## config.mk

```make
export PLATFORM = sky130hd
export DESIGN_NAME = uart_tx_engine
export DESIGN_NICKNAME = d
export VERILOG_FILES = /design/src/rtl/uart_pkg.sv /design/src/rtl/uart_bit_timer.sv /design/src/rtl/uart_tx_engine.sv
export SDC_FILE = /design/constraint.sdc
export NUM_CORES = 1
export LEC_CHECK = 0
export CAP_MARGIN = 0
export CORE_MARGIN = 3
export CORE_UTILIZATION = 40
export CTS_CLUSTER_SIZE = 16
export DETAILED_ROUTE_END_ITERATION = 7
export PLACE_DENSITY_LB_ADDON = 0.05
export REMOVE_ABC_BUFFERS = 1
export SYNTH_ARGS = -nofsm -noshare
export SYNTH_HDL_FRONTEND = slang
export SYNTH_SLANG_ARGS = --single-unit
```

## constraint.sdc

```tcl
create_clock -name clk -period 3 [get_ports clk]
set_clock_uncertainty 0.15 [all_clocks]
set_input_delay 0.45 -clock clk [delete_from_list [all_inputs] [get_ports clk]]
set_output_delay 0.45 -clock clk [all_outputs]
set_load 0.02 [all_outputs]
```

## src/rtl/uart_pkg.sv

```systemverilog
// Shared UART types and constants for the TX engine and the RX engine.
package uart_pkg;

    localparam int unsigned UART_MIN_DATA_BITS = 5;
    localparam logic        UART_START_BIT     = 1'b0;
    localparam logic        UART_STOP_BIT      = 1'b1;

    typedef enum logic [2:0] {
        PAR_NONE  = 3'd0,
        PAR_EVEN  = 3'd1,
        PAR_ODD   = 3'd2,
        PAR_MARK  = 3'd3,
        PAR_SPACE = 3'd4
    } uart_parity_e;

    typedef enum logic [1:0] {
        STOP_1     = 2'd0,
        STOP_1P5   = 2'd1,
        STOP_2     = 2'd2,
        STOP_2_ALT = 2'd3
    } uart_stop_e;

    typedef enum logic [2:0] {
        ST_IDLE       = 3'd0,
        ST_START      = 3'd1,
        ST_DATA       = 3'd2,
        ST_PARITY     = 3'd3,
        ST_STOP       = 3'd4,
        ST_BREAK      = 3'd5,
        ST_BREAK_MARK = 3'd6
    } uart_tx_state_e;

    // Per-frame format captured at the handshake.
    typedef struct packed {
        logic [3:0]   data_bits;
        uart_parity_e parity;
        logic         par_bit;
        uart_stop_e   stop;
    } uart_frame_t;

endpackage

```

## src/rtl/uart_bit_timer.sv

```systemverilog
// Bit-period down-counter: loaded with (bit length - 1), done while the count is 0.
module uart_bit_timer #(
    parameter int unsigned W = 32
) (
    input  logic         clk,
    input  logic         rst_n,
    input  logic         load,
    input  logic [W-1:0] value,
    input  logic         en,
    output logic         done
);

    logic [W-1:0] cnt_q;

    // Saturates at zero; a load always wins.
    always_ff @(posedge clk or negedge rst_n) begin
        if (!rst_n) begin
            cnt_q <= '0;
        end else if (load) begin
            cnt_q <= value;
        end else if (en && (cnt_q != '0)) begin
            cnt_q <= cnt_q - W'(1);
        end
    end

    assign done = (cnt_q == '0);

endmodule

```

## src/rtl/uart_tx_engine.sv

```systemverilog
// Self-timed UART transmitter: frame capture, shifter, bit timer and sequencing FSM.
module uart_tx_engine
    import uart_pkg::*;
#(
    parameter int unsigned MAX_DATA_BITS = 9,
    parameter int unsigned BAUD_CNT_W    = 32,
    parameter bit          MSB_FIRST     = 1'b0
) (
    input  logic                     clk,
    input  logic                     rst_n,
    input  logic [BAUD_CNT_W-1:0]    baud_div,
    input  logic [3:0]               cfg_data_bits,
    input  logic [2:0]               cfg_parity,
    input  logic [1:0]               cfg_stop,
    input  logic                     cfg_break,
    input  logic                     tx_valid,
    input  logic [MAX_DATA_BITS-1:0] tx_data,
    output logic                     tx_ready,
    output logic                     tx,
    output logic                     tx_busy,
    output logic                     tx_done,
    output logic                     cfg_err
);

    localparam int unsigned DW = MAX_DATA_BITS;
    localparam int unsigned BW = BAUD_CNT_W;

    uart_tx_state_e  state_q, state_d;
    uart_frame_t     frame_q, frame_d;
    logic [DW-1:0]   shift_q, shift_d;
    logic [3:0]      bit_cnt_q, bit_cnt_d;
    logic            stop_last_q, stop_last_d;
    logic [BW-1:0]   baud_q, baud_d;
    logic            tx_q, tx_d;
    logic            busy_q;
    logic            run_q;

    logic            tmr_load, tmr_done;
    logic [BW-1:0]   tmr_value;
    logic [BW-1:0]   full_m1_live, full_m1_q, half_m1_q, half_q;
    logic [DW-1:0]   data_masked;
    logic            par_calc;
    logic            cfg_err_raw;
    logic            xfer;

    uart_bit_timer #(.W(BW)) u_timer (
        .clk   (clk),
        .rst_n (rst_n),
        .load  (tmr_load),
        .value (tmr_value),
        .en    (state_q != ST_IDLE),
        .done  (tmr_done)
    );

    // Bit lengths minus one; a divisor of 0 behaves as 1, the half bit is at least 1 cycle.
    assign half_q       = baud_q >> 1;
    assign full_m1_live = (baud_div == '0) ? '0 : baud_div - BW'(1);
    assign full_m1_q    = (baud_q == '0) ? '0 : baud_q - BW'(1);
    assign half_m1_q    = (half_q == '0) ? '0 : half_q - BW'(1);

    assign cfg_err_raw = (cfg_data_bits < 4'(UART_MIN_DATA_BITS)) ||
                         (cfg_data_bits > 4'(MAX_DATA_BITS)) ||
                         (cfg_parity > 3'd4);

    assign tx_done  = (state_q == ST_STOP) && tmr_done && stop_last_q;
    assign tx_ready = run_q && ((state_q == ST_IDLE) || tx_done) && !cfg_break && !cfg_err_raw;
    assign cfg_err  = run_q && cfg_err_raw;
    assign xfer     = tx_valid && tx_ready;
    assign tx       = tx_q;
    assign tx_busy  = busy_q;

    // Parity over the live payload, only the configured number of bits.
    always_comb begin
        data_masked = '0;
        par_calc    = 1'b0;
        for (int i = 0; i < int'(DW); i++) begin
            if (4'(i) < cfg_data_bits) data_masked[i] = tx_data[i];
        end
        case (uart_parity_e'(cfg_parity))
            PAR_EVEN: par_calc = ^data_masked;
            PAR_ODD:  par_calc = ~(^data_masked);
            PAR_MARK: par_calc = 1'b1;
            default:  par_calc = 1'b0;
        endcase
    end

    // Next-state, frame capture, timer control and next line level.
    always_comb begin
        state_d     = state_q;
        frame_d     = frame_q;
        shift_d     = shift_q;
        bit_cnt_d   = bit_cnt_q;
        stop_last_d = stop_last_q;
        baud_d      = baud_q;
        tmr_load    = 1'b0;
        tmr_value   = full_m1_q;
        tx_d        = UART_STOP_BIT;

        if (xfer) begin
            frame_d.data_bits = cfg_data_bits;
            frame_d.parity    = uart_parity_e'(cfg_parity);
            frame_d.par_bit   = par_calc;
            frame_d.stop      = uart_stop_e'(cfg_stop);
            baud_d            = baud_div;
            shift_d           = MSB_FIRST ? DW'(tx_data << (4'(DW) - cfg_data_bits)) : tx_data;
        end

        case (state_q)
            ST_IDLE: begin
                if (run_q && cfg_break) begin
                    state_d = ST_BREAK;
                end else if (xfer) begin
                    state_d   = ST_START;
                    tmr_load  = 1'b1;
                    tmr_value = full_m1_live;
                end
            end
            ST_START: begin
                if (tmr_done) begin
                    state_d   = ST_DATA;
                    tmr_load  = 1'b1;
                    bit_cnt_d = '0;
                end
            end
            ST_DATA: begin
                if (tmr_done) begin
                    tmr_load = 1'b1;
                    if (bit_cnt_q == frame_q.data_bits - 4'd1) begin
                        if (frame_q.parity != PAR_NONE) begin
                            state_d = ST_PARITY;
                        end else begin
                            state_d     = ST_STOP;
                            stop_last_d = (frame_q.stop == STOP_1);
                        end
                    end else begin
                        bit_cnt_d = bit_cnt_q + 4'd1;
                        shift_d   = MSB_FIRST ? (shift_q << 1) : (shift_q >> 1);
                    end
                end
            end
            ST_PARITY: begin
                if (tmr_done) begin
                    state_d     = ST_STOP;
                    tmr_load    = 1'b1;
                    stop_last_d = (frame_q.stop == STOP_1);
                end
            end
            ST_STOP: begin
                if (tmr_done) begin
                    if (stop_last_q) begin
                        if (xfer) begin
                            state_d   = ST_START;
                            tmr_load  = 1'b1;
                            tmr_value = full_m1_live;
                        end else begin
                            state_d = ST_IDLE;
                        end
                    end else begin
                        // Second stop segment: half bit for 1.5, full bit for 2.
                        stop_last_d = 1'b1;
                        tmr_load    = 1'b1;
                        tmr_value   = (frame_q.stop == STOP_1P5) ? half_m1_q : full_m1_q;
                    end
                end
            end
            ST_BREAK: begin
                if (!cfg_break) begin
                    state_d   = ST_BREAK_MARK;
                    tmr_load  = 1'b1;
                    tmr_value = full_m1_live;
                end
            end
            ST_BREAK_MARK: begin
                if (tmr_done) state_d = ST_IDLE;
            end
            default: state_d = ST_IDLE;
        endcase

        case (state_d)
            ST_START:  tx_d = UART_START_BIT;
            ST_DATA:   tx_d = MSB_FIRST ? shift_d[DW-1] : shift_d[0];
            ST_PARITY: tx_d = frame_d.par_bit;
            ST_BREAK:  tx_d = 1'b0;
            default:   tx_d = UART_STOP_BIT;
        endcase
    end

    always_ff @(posedge clk or negedge rst_n) begin
        if (!rst_n) begin
            state_q     <= ST_IDLE;
            frame_q     <= '{data_bits: 4'd0, parity: PAR_NONE, par_bit: 1'b0, stop: STOP_1};
            shift_q     <= '0;
            bit_cnt_q   <= '0;
            stop_last_q <= 1'b0;
            baud_q      <= '0;
            tx_q        <= 1'b1;
            busy_q      <= 1'b0;
            run_q       <= 1'b0;
        end else begin
            state_q     <= state_d;
            frame_q     <= frame_d;
            shift_q     <= shift_d;
            bit_cnt_q   <= bit_cnt_d;
            stop_last_q <= stop_last_d;
            baud_q      <= baud_d;
            tx_q        <= tx_d;
            busy_q      <= (state_d != ST_IDLE);
            run_q       <= 1'b1;
        end
    end

endmodule

```

==> results of run 1 <==
==> final timing paths <==
| check | from | endpoint | slack, ps | depth (start not counted) |
|---|---|---|---|---|
| setup / recovery | baud_q[28]$_DFFE_PN0N_ | u_timer.cnt_q[30]$_DFFE_PN0P_ | -250 | 9 |
| hold / removal | frame_q[3]$_DFFE_PN0N_ | frame_q[3]$_DFFE_PN0N_ | 340 | 2 |
| setup reg to reg | baud_q[28]$_DFFE_PN0N_ | u_timer.cnt_q[30]$_DFFE_PN0P_ | -250 | 9 |
| hold reg to reg | frame_q[3]$_DFFE_PN0N_ | frame_q[3]$_DFFE_PN0N_ | 340 | 2 |
| max in group asynchronous | rst_n | baud_q[1]$_DFFE_PN0N_ | 1560 | 3 |
| min in group asynchronous | rst_n | tx_busy$_DFF_PN0_ | 450 | 2 |
==> through the flow <==
stage	util (%)	TNS, ps	cell area, um2	hold WS, ps	setup WS (ps)
2_1_floorplan	-	-273790	7873	4.409	-4597
3_3_place_gp	55.72	-19560	11020	311.3	-549.6
3_5_place_dp	55.72	-21800	11020	309.1	-631.8
4_1_cts	61.58	-3497	12180	335.4	-188.2
5_1_grt	64.83	-8222	12820	361.8	-299.7
6_report	64.83	-4794	12820	337.3	-247.9
==> sequential cells by signal, summed over array words and instances (netlist names), 3 cells and up <==
register,count
baud_q,32
u_timer.cnt_q,32
frame_q,10
shift_q,9
bit_cnt_q,4
state_q,3
==> cells by family (layout without fill, tap and decap cells) <==
family                     after synthesis  in the layout  synth area share (%)
and+or+nand+nor                        502            502                 30.57
AOI/OAI and AO/OA                      189            189                 15.87
xor gates and xnor gates               119            119                 12.89
DFF                                     94             94                 28.70
buffers and inverters                   94            421                 4.807
muxes                                   47             47                 5.891
adders and majority gates                8              8                 1.221
other                                    1              1               0.04574
==> area by class of cell <==
type	count	area, um2
clock buffers	10	239.0
clock inverters	6	77.57
fillers	1727	6957
inverters	18	67.56
multi-input cells	866	6349
flip-flops and latches	94	2354
well taps	265	331.6
repair buffers	387	3407
==> cells in the mapped netlist, types with 9 or more instances <==
| master | number |
|---|---|
| nand2_1 | 202 |
| or4_1 | 22 |
| nand4_1 | 11 |
| a22oi_1 | 10 |
| buf_2 | 9 |
| dfrtp_1 | 93 |
| mux2i_1 | 37 |
| a21oi_1 | 34 |
| inv_1 | 18 |
| xor2_1 | 52 |
| xnor2_1 | 66 |
| nor3_1 | 37 |
| clkbuf_1 | 57 |
| mux2_2 | 10 |
| nor2_1 | 80 |
| nand3_1 | 27 |
| a211oi_1 | 10 |
| or3_1 | 13 |
| nor4_1 | 41 |
| o211ai_1 | 11 |
| o21ai_0 | 40 |
==> critical path, cell delays in order, from the launching register on <==
cell	delay, ps
dfrtp_1	390
or4_4	540
or4_4	470
or4_4	550
and2_4	200
a21oi_4	160
buf_8	170
buf_6	110
o221ai_4	100
mux2_4	280
==> timing repair <==
action / CTS / global route
hold endpoints to repair: 33 / 0
pin swaps: 57 / 79
gates cloned: 3 / 2
hold buffers: 1 / 0
buffers inserted: 26 / 16
setup endpoints to repair: 87 / 72
resized for setup: 152 / 121
==> power by group <==
group	total (mW)	switching [mW]	internal, mW	leakage (nW)
Clock	1.27	0.583	0.687	0.153
Combinational	1.51	0.727	0.779	4.43
Sequential	1.50	0.0915	1.40	1.16
Total	4.27	1.40	2.87	5.74
==> routing by layer <==
layer	wire length [um]	GRT usage [%]
met1	14930	42.88
met2	14540	45.33
met3	2297	3.677
met4	840	6.957
met5	0	0
==> results.yml, run 1 <==
worst_setup_path:
  startpoint_type: "flop"
  critical_path.max_fanout: 5
  worstSetupPathType: "reg2reg"
  arrival_time_reported_for_the_critical_path_endpoint_ps: 3340
  data_required_time_of_the_worst_path_ps: 3090
  timing.critical_path.to_type: "flop"
clock_network:
  tritoncts_clock_tree: "done"
  tritoncts_num_sinks: 94
  cts_made_buffers: 9
  longest_clk_path_bufs: 2
  cts.clk_slew.worst_paths_ps: 80
  total_number_of_h_tree_levels: 3
  clock_tree.root_cell: "clkbuf_16"
  clock_insertion_delay_worst_skew_ps: 360
final_layout:
  fin_cells: 1646
  antennaDiodeCount: 0
  layout.cells.most_common_list: "buf_4, nand2_1, dfrtp_1"
  drive_gt1_share_pct: 36.64
  layout.cells.most_common: "buf_4"
  area_added_between_synthesis_and_finish_pct: 56.42
  nNetsFinal: 1438
synthesis:
  ys_async_sr_fraction_pct: 100.0
  synthesis.instances: 1054
  yosys_most_used_dff: "dfrtp_1"
  syn-mean-instance-area_um2: 7.779
  synth_seq_area_share_pct: 28.70
  mappedNetlistArea_mm2: 0.008199
  synth.lib_cells_used.distinct: 75
  synth_top_cell_area_share_pct: 28.38
  yosys_warnings: 0
  postSynthRegisterBits: 94
  synth_top_cells_by_area: "dfrtp_1, nand2_1, xnor2_1"
  synth_top_area_cell: "dfrtp_1"
  number_of_flops_mapped_to_enable_cells_by_yosys: 0
placed_design:
  finalWeightedCongestion: 1.003
  place.detailed.instances: 1592
  dp_hpwl_um: 24980
  port_buffers: 58
routing:
  first_iter_violations: 868
  detailed_route_wl_um: 32610
  drt_first_pass_iters: 5
  routed_wire_length_per_instance_um: 19.81
  post-route-drc-count: 0
  antenna_left: 0
  detailed_route_via_count: 9369
  vias_per_cell: 5.692
power:
  total_leakage_power_nw: 5.742
  ir_drop_uv: 227.7
  total_power_mw: 4.273
  cell_pwr_density_mw_per_mm2: 333.2
global_route:
  globalRouteTotalUtil_pct: 29.06
  number_of_antenna_violations_at_the_first_check_in_global_routing: 0
  pin_count_of_the_biggest_net_entering_global_routing: 41
  vias_in_the_first_global_route: 8959
  grt_overflow: 0
  grt_first_pass_wirelength_um: 50560
sta:
  timing.final.max_slew_violations: 0
  final_hold_viol_count: 0
  setup_repair_after_global_routing_missed_its_margin: "true"
  max_freq_mhz: 307.9
  setup-violations-final: 46
  period_share_pct: 108.3
  final_period_minus_worst_setup_slack_ps: 3248
  slew_hr_pct: 54.94
  max_slew.worst_pin.slew_ps: 673.4
  setup_ws_ps: -247.9
die:
  cell_row_count: 51
  pin_count: 59
  design.core.area_mm2: 0.01978
  initial_standard_cell_utilization_of_the_core_pct: 41.45
  die_width_um: 149.2
  floorplan.die_area_mm2: 0.02225
  dieHeight_um: 149.2
flow_run:
  cap_violations: 0
min_path:
  hold_wc_path_type: "reg2reg"
outcome:
  status: "complete, but fails checks"
  failed_checks: "setup timing"
(Power assumes the default switching activity.)
==> inputs of run 2 (changes only) <==
==> constraint.sdc (replaced) <==
create_clock -name clk -period 3 [get_ports clk]
set_clock_uncertainty 0.15 [all_clocks]
set_input_delay 0.6 -clock clk [delete_from_list [all_inputs] [get_ports clk]]
set_output_delay 0.6 -clock clk [all_outputs]
set_load 0.02 [all_outputs]
==> run 2 against run 1 <==
Sequential cell count unchanged. Final cell count grew 0.43%. Via count fell by 0.99%. Combinational power about the same. Non-clock buffer count up 7. First-iteration DRC count up 4.6%. Fmax fell by 2.6%. Sequential power hardly changed. Die area unchanged. The flow still finishes with violations (setup timing).
==> results.yml, run 2 (synthesized netlist as in run 1, its figures left out) <==
clock_network:
  tritoncts_num_sinks: 94
  tritoncts_clock_tree: "done"
  clock_tree.root_cell: "clkbuf_16"
  cts.clk_slew.worst_paths_ps: 80
  total_number_of_h_tree_levels: 3
  cts_hold_buffers: 0
  cts_made_buffers: 9
  longest_clk_path_bufs: 2
  clock_insertion_delay_worst_skew_ps: 370
placed_design:
  dp_hpwl_um: 24730
  finalWeightedCongestion: 0.9468
  place.detailed.instances: 1603
  port_buffers: 58
final_layout:
  fin_cells: 1653
  multiInputGateArea_mm2: 0.006257
  antennaDiodeCount: 0
  area.sequential_mm2: 0.002354
  layout.cells.most_common: "buf_4"
  nFillCells: 1757
  area_added_between_synthesis_and_finish_pct: 55.78
  layout_top_registers: "baud_q (32), u_timer.cnt_q (32), frame_q (10)"
  layout.cells.most_common_list: "buf_4, nand2_1, dfrtp_1"
  nNetsFinal: 1445
  drive_gt1_share_pct: 36.17
sta:
  final_period_minus_worst_setup_slack_ps: 3336
  setup-violations-final: 43
  setup_ws_ps: -336.0
  period_share_pct: 111.2
  final_hold_viol_count: 0
  totalNegativeSetupSlack_ps: -8019
  max_freq_mhz: 299.8
  max_slew.worst_pin.slew_ps: 640.9
  setup_repair_after_global_routing_missed_its_margin: "true"
  timing.final.max_slew_violations: 0
  slew_hr_pct: 57.27
die:
  design.core.area_mm2: 0.01978
  floorplan.die_area_mm2: 0.02225
  die_width_um: 149.2
  cell_row_count: 51
  dieHeight_um: 149.2
  pin_count: 59
  initial_standard_cell_utilization_of_the_core_pct: 41.45
power:
  ir_drop_uv: 323.9
  total_power_mw: 4.243
  cell_pwr_density_mw_per_mm2: 332.2
  total_leakage_power_nw: 5.767
worst_setup_path:
  timing.critical_path.to_type: "output pin"
  data_required_time_of_the_worst_path_ps: 2250
  critical-path-top-delay-family: "simple AND/OR/NAND/NOR gates"
  startpoint_type: "flop"
  crit_path_top_delay_cell: "or4_4"
  critical_path.cell_chain: "or4_4 > or4_4 > or2_4 > nor4_4 > o2111a_1 > buf_6"
  arrival_time_reported_for_the_critical_path_endpoint_ps: 2590
  critical_path.max_fanout: 4
  worst-path-buf-inv: 1
  critical-path-top-cell-by-count: "or4_4"
  critPathMaxStageDelay_ps: 540
  worstSetupPathType: "reg2out"
routing:
  drt_first_pass_iters: 5
  detailed_route_wl_um: 32570
  antenna_left: 0
  first_iter_violations: 908
  post-route-drc-count: 0
  routed_wire_length_per_instance_um: 19.70
  vias_per_cell: 5.612
  detailed_route_via_count: 9276
global_route:
  gr_met1_demand_resource_pct: 42.35
  pin_count_of_the_biggest_net_entering_global_routing: 45
  number_of_antenna_violations_at_the_first_check_in_global_routing: 0
  vias_in_the_first_global_route: 9004
  globalRouteTotalUtil_pct: 29.00
  grt_busiest_layer: "met2"
  grt_first_pass_wirelength_um: 50390
  grt_overflow: 0
  groute.layer.met2.usage_pct: 43.77
  use_met3_pct: 5.652
outcome:
  status: "complete, but fails checks"
  failed_checks: "setup timing"
flow_run:
  cap_violations: 0
min_path:
  hold_wc_path_type: "in2async"
-- run 2: layout make-up --
class / instances / area share [%]
inverters: 18 / 0.5290
multi-input cells: 866 / 48.99
flip-flops and latches: 94 / 18.43
clock inverters: 7 / 0.7151
well taps: 265 / 2.596
clock buffers: 9 / 1.763
repair buffers: 394 / 26.98
-- run 2: repair_timing --
action	CTS	global route
setup buffers	28	15
pin swaps	58	34
setup endpoints to repair	85	82
gates resized for setup	185	69
gates cloned	4	2
-- run 2: layer usage --
layer	up-vias	wire length (um)
met5	-	0
met3	45	2223
met2	337	14570
met1	4436	15190
li1	4458	-
met4	0	583
-- run 2: final timing paths --
check / endpoint / depth (start not counted) / slack [ps] / from
max in group asynchronous: u_timer.cnt_q[1]$_DFFE_PN0P_ / 2 / 1930 / rst_n
min: run_q$_DFF_PN0_ / 1 / 90 / rst_n
max: tx_ready / 6 / -340 / u_timer.cnt_q[25]$_DFFE_PN0P_
max reg2reg: u_timer.cnt_q[16]$_DFFE_PN0P_ / 10 / -300 / u_timer.cnt_q[25]$_DFFE_PN0P_
min in group clk: frame_q[3]$_DFFE_PN0N_ / 2 / 330 / frame_q[3]$_DFFE_PN0N_
min reg2reg: frame_q[3]$_DFFE_PN0N_ / 2 / 330 / frame_q[3]$_DFFE_PN0N_
-- run 2: report_power, final --
| group | leakage [nW] | internal [mW] | switching (mW) | total, mW |
|---|---|---|---|---|
| Clock | 0.151 | 0.668 | 0.598 | 1.27 |
| Sequential | 1.16 | 1.40 | 0.0920 | 1.50 |
| Combinational | 4.46 | 0.765 | 0.716 | 1.48 |
-- run 2: metrics by stage --
step                util, %  hold slack [ps]  worst slack (ps)  area, um2
finish                64.57            88.39            -336.0      12770
detailed placement    56.07            319.9            -697.3      11090
global placement      56.07            310.1            -734.2      11090
global route          64.57            133.1            -381.4      12770
CTS                   62.76            111.2            -307.5      12410
floorplan                 -            154.4             -4597       7873
-- run 2: worst register-to-register path, stage by stage, from the launching register on --
cell and delay, ps:
dfrtp_1 380, or4_4 540, or4_4 430, or2_4 280
nor3_4 250, o21a_2 200, buf_6 140, a21oi_4 60
a222oi_1 490, buf_4 200, mux2i_1 50
==> inputs of run 3 (changes only) <==
- ABC_CLOCK_PERIOD_IN_PS: default -> 3000
- CORE_UTILIZATION: 40 -> 55
==> run 3 against run 2 <==
Largest power group is now combinational cells. Utilization rose by 24 points. Non-clock buffer count shrank 8. Fmax down 4.6%. Critical path depth up 6. Sequential cell count unchanged. Total power is 0.13% higher. Register-to-register slack got worse by 200 ps. Wire length rose by 18%. The flow finishes with violations (DRC, setup timing).
==> results.yml, run 3 (synthesized netlist as in run 1, its figures left out) <==
sta:
  max_freq_mhz: 285.9
  slew_hr_pct: 51.85
  final_hold_viol_count: 0
  max_slew.worst_pin.slew_ps: 719.6
  final_period_minus_worst_setup_slack_ps: 3498
  setup_repair_after_global_routing_missed_its_margin: "true"
  timing.final.max_slew_violations: 0
  setup_ws_ps: -497.9
  setup-violations-final: 88
  period_share_pct: 116.6
global_route:
  grt_first_pass_wirelength_um: 54610
  number_of_antenna_violations_at_the_first_check_in_global_routing: 0
  pin_count_of_the_biggest_net_entering_global_routing: 56
  vias_in_the_first_global_route: 10025
  grt_overflow: 0
  globalRouteTotalUtil_pct: 42.80
power:
  seq_pwr_share_pct: 35.5
  cellInternalPower_mw: 2.795
  ir_drop_uv: 351.0
  netSwitchingPower_mw: 1.454
  total_leakage_power_nw: 5.754
  cell_pwr_density_mw_per_mm2: 336.1
  sw_frac_of_total_pct: 34.21
  pwr-share-clk_pct: 28.6
  power_frac_comb_pct: 35.9
routing:
  detailroute.wirelength.met2_um: 16760
  top_layer_used: "met4"
  detailed_route_via_count: 10687
  drt_first_pass_iters: 8
  antenna_left: 0
  wl_met1_um: 13620
  routed_wire_length_per_instance_um: 24.67
  vias_per_cell: 6.851
  detailed_route_wl_um: 38490
  post-route-drc-count: 2
  met3_wirelength_um: 5485
  first_iter_violations: 1765
final_layout:
  drive_gt1_share_pct: 35.29
  layout.cells.most_common: "buf_4"
  area_added_between_synthesis_and_finish_pct: 54.19
  area.sequential_mm2: 0.002354
  layout.cells.most_common_list: "buf_4, nand2_1, dfrtp_1"
  antennaDiodeCount: 0
  nFillCells: 705
  nNetsFinal: 1437
  multiInputGateArea_mm2: 0.006125
  layout_top_registers: "baud_q (32), u_timer.cnt_q (32), frame_q (10)"
  fin_cells: 1560
  design_area_mm2: 0.01264
clock_network:
  longest_clk_path_bufs: 2
  total_number_of_h_tree_levels: 3
  cts_hold_buffers: 0
  clock_insertion_delay_worst_skew_ps: 370
  tritoncts_num_sinks: 94
  tritoncts_clock_tree: "done"
  cts.clk_slew.worst_paths_ps: 70
  clock_tree.root_cell: "clkbuf_16"
  cts_made_buffers: 9
die:
  cell_row_count: 43
  initial_standard_cell_utilization_of_the_core_pct: 57.73
  dieHeight_um: 128.1
  die_width_um: 128.1
  floorplan.die_area_mm2: 0.01641
  design.core.area_mm2: 0.01420
  pin_count: 59
worst_setup_path:
  critical_path.cell_chain: "or4_4 > or4_4 > or2_4 > buf_6 > nor3_4 > buf_6 > o21ai_4 > buf_6 > buf_12 > mux2i_2 > o21ai_1 > o31a_1"
  critPathMaxStageDelay_ps: 540
  rrSetupSlack_ps: -500
  critical-path-top-cell-by-count: "buf_6"
  startpoint_type: "flop"
  regToRegStartpoint: "u_timer.cnt_q[27]$_DFFE_PN0P_"
  data_required_time_of_the_worst_path_ps: 3090
  critical_path.max_fanout: 6
  worst-path-buf-inv: 4
  critical-path-top-delay-family: "simple AND/OR/NAND/NOR gates"
  arrival_time_reported_for_the_critical_path_endpoint_ps: 3590
  timing.reg2reg.worst_path_depth: 12
  crit_path_top_delay_cell: "or4_4"
  rr_endpoint: "u_timer.cnt_q[24]$_DFFE_PN0P_"
  timing.critical_path.to_type: "flop"
  worstSetupPathType: "reg2reg"
placed_design:
  port_buffers: 58
  finalWeightedCongestion: 1.028
  place.detailed.instances: 1493
  pre_cts_setup_slack_ps: -650.2
  postPlaceCellArea_mm2: 0.01085
  dp_hpwl_um: 23750
min_path:
  hold_wc_path_type: "in2async"
flow_run:
  cap_violations: 0
outcome:
  status: "complete, but fails checks"
  failed_checks: "DRC, setup timing"
[run 3: cell count changes in the layout (fill, tap and decap cells not counted), moves of 4 or more]
cell / delta
nor3_1: +4
nand2_1: -23
buf_16: +5
o21ai_1: +4
buf_4: -23
buf_6: +4
buf_12: +5
nand2_4: +9
o21ai_2: -4
nand2_2: +14
[run 3: cell type report]
cell class,count,area share (%)
clock buffers,11,1.841
flip-flops and latches,94,18.62
multi-input cells,866,48.45
well taps,180,1.781
inverters,18,0.5344
repair buffers,386,28.32
clock inverters,5,0.4652
[run 3: worst max-delay path by stage]
stage,startpoint,endpoint,slack (ps),cells after the start
floorplan,u_timer.cnt_q[0]$_DFFE_PN0P_,tx_busy$_DFF_PN0_,-4600,9
finish,u_timer.cnt_q[27]$_DFFE_PN0P_,u_timer.cnt_q[24]$_DFFE_PN0P_,-500,12
detailed placement,baud_div[0],u_timer.cnt_q[5]$_DFFE_PN0P_,-650,13
global placement,baud_div[0],u_timer.cnt_q[5]$_DFFE_PN0P_,-630,13
global route,u_timer.cnt_q[14]$_DFFE_PN0P_,u_timer.cnt_q[17]$_DFFE_PN0P_,-560,11
CTS,u_timer.cnt_q[27]$_DFFE_PN0P_,tx_ready,-350,6
[run 3: power groups by stage]
stage	registers, mW	clock network (mW)	logic (mW)
after global routing	1.51	1.25	1.59
final	1.51	1.21	1.53
after CTS	1.49	1.19	1.40
after global placement	1.50	0	1.29
after detailed placement	1.51	0	1.32
after floorplan	1.54	0	0.566
[run 3: repair_timing]
action,in CTS,in global routing
gates resized for setup,167,81
buffers inserted,35,12
gates cloned,9,3
setup endpoints to repair,88,93
hold endpoints to repair,0,0
pin swaps,69,37
[run 3: per-stage QoR]
| step | hold WS, ps | utilization (%) | total power, mW | TNS [ps] |
|---|---|---|---|---|
| 5_1_grt | 104.5 | 89.01 | 4.350 | -29860 |
| 2_1_floorplan | 154.4 | - | 2.110 | -273940 |
| 3_3_place_gp | 306.8 | 76.37 | 2.798 | -20880 |
| 3_5_place_dp | 313.5 | 76.37 | 2.833 | -24620 |
| 6_report | 72.55 | 89.01 | 4.249 | -24650 |
| 4_1_cts | 89.48 | 86.21 | 4.077 | -12380 |
[run 3: metal layers]
layer | track usage (%) | vias to the layer above
met5 | 0 | -
met4 | 21.85 | 0
met1 | 56.36 | 4977
li1 | - | 4435
met3 | 10.50 | 268
met2 | 65.34 | 1007
[run 3: worst reg2reg max path, delay by kind of cell, from the launching register on]
kind / cells / cell delay, ps
simple gates: 4 / 1500
compound gates: 3 / 550
buf+inv: 4 / 560
flops: 1 / 400
mux: 1 / 210
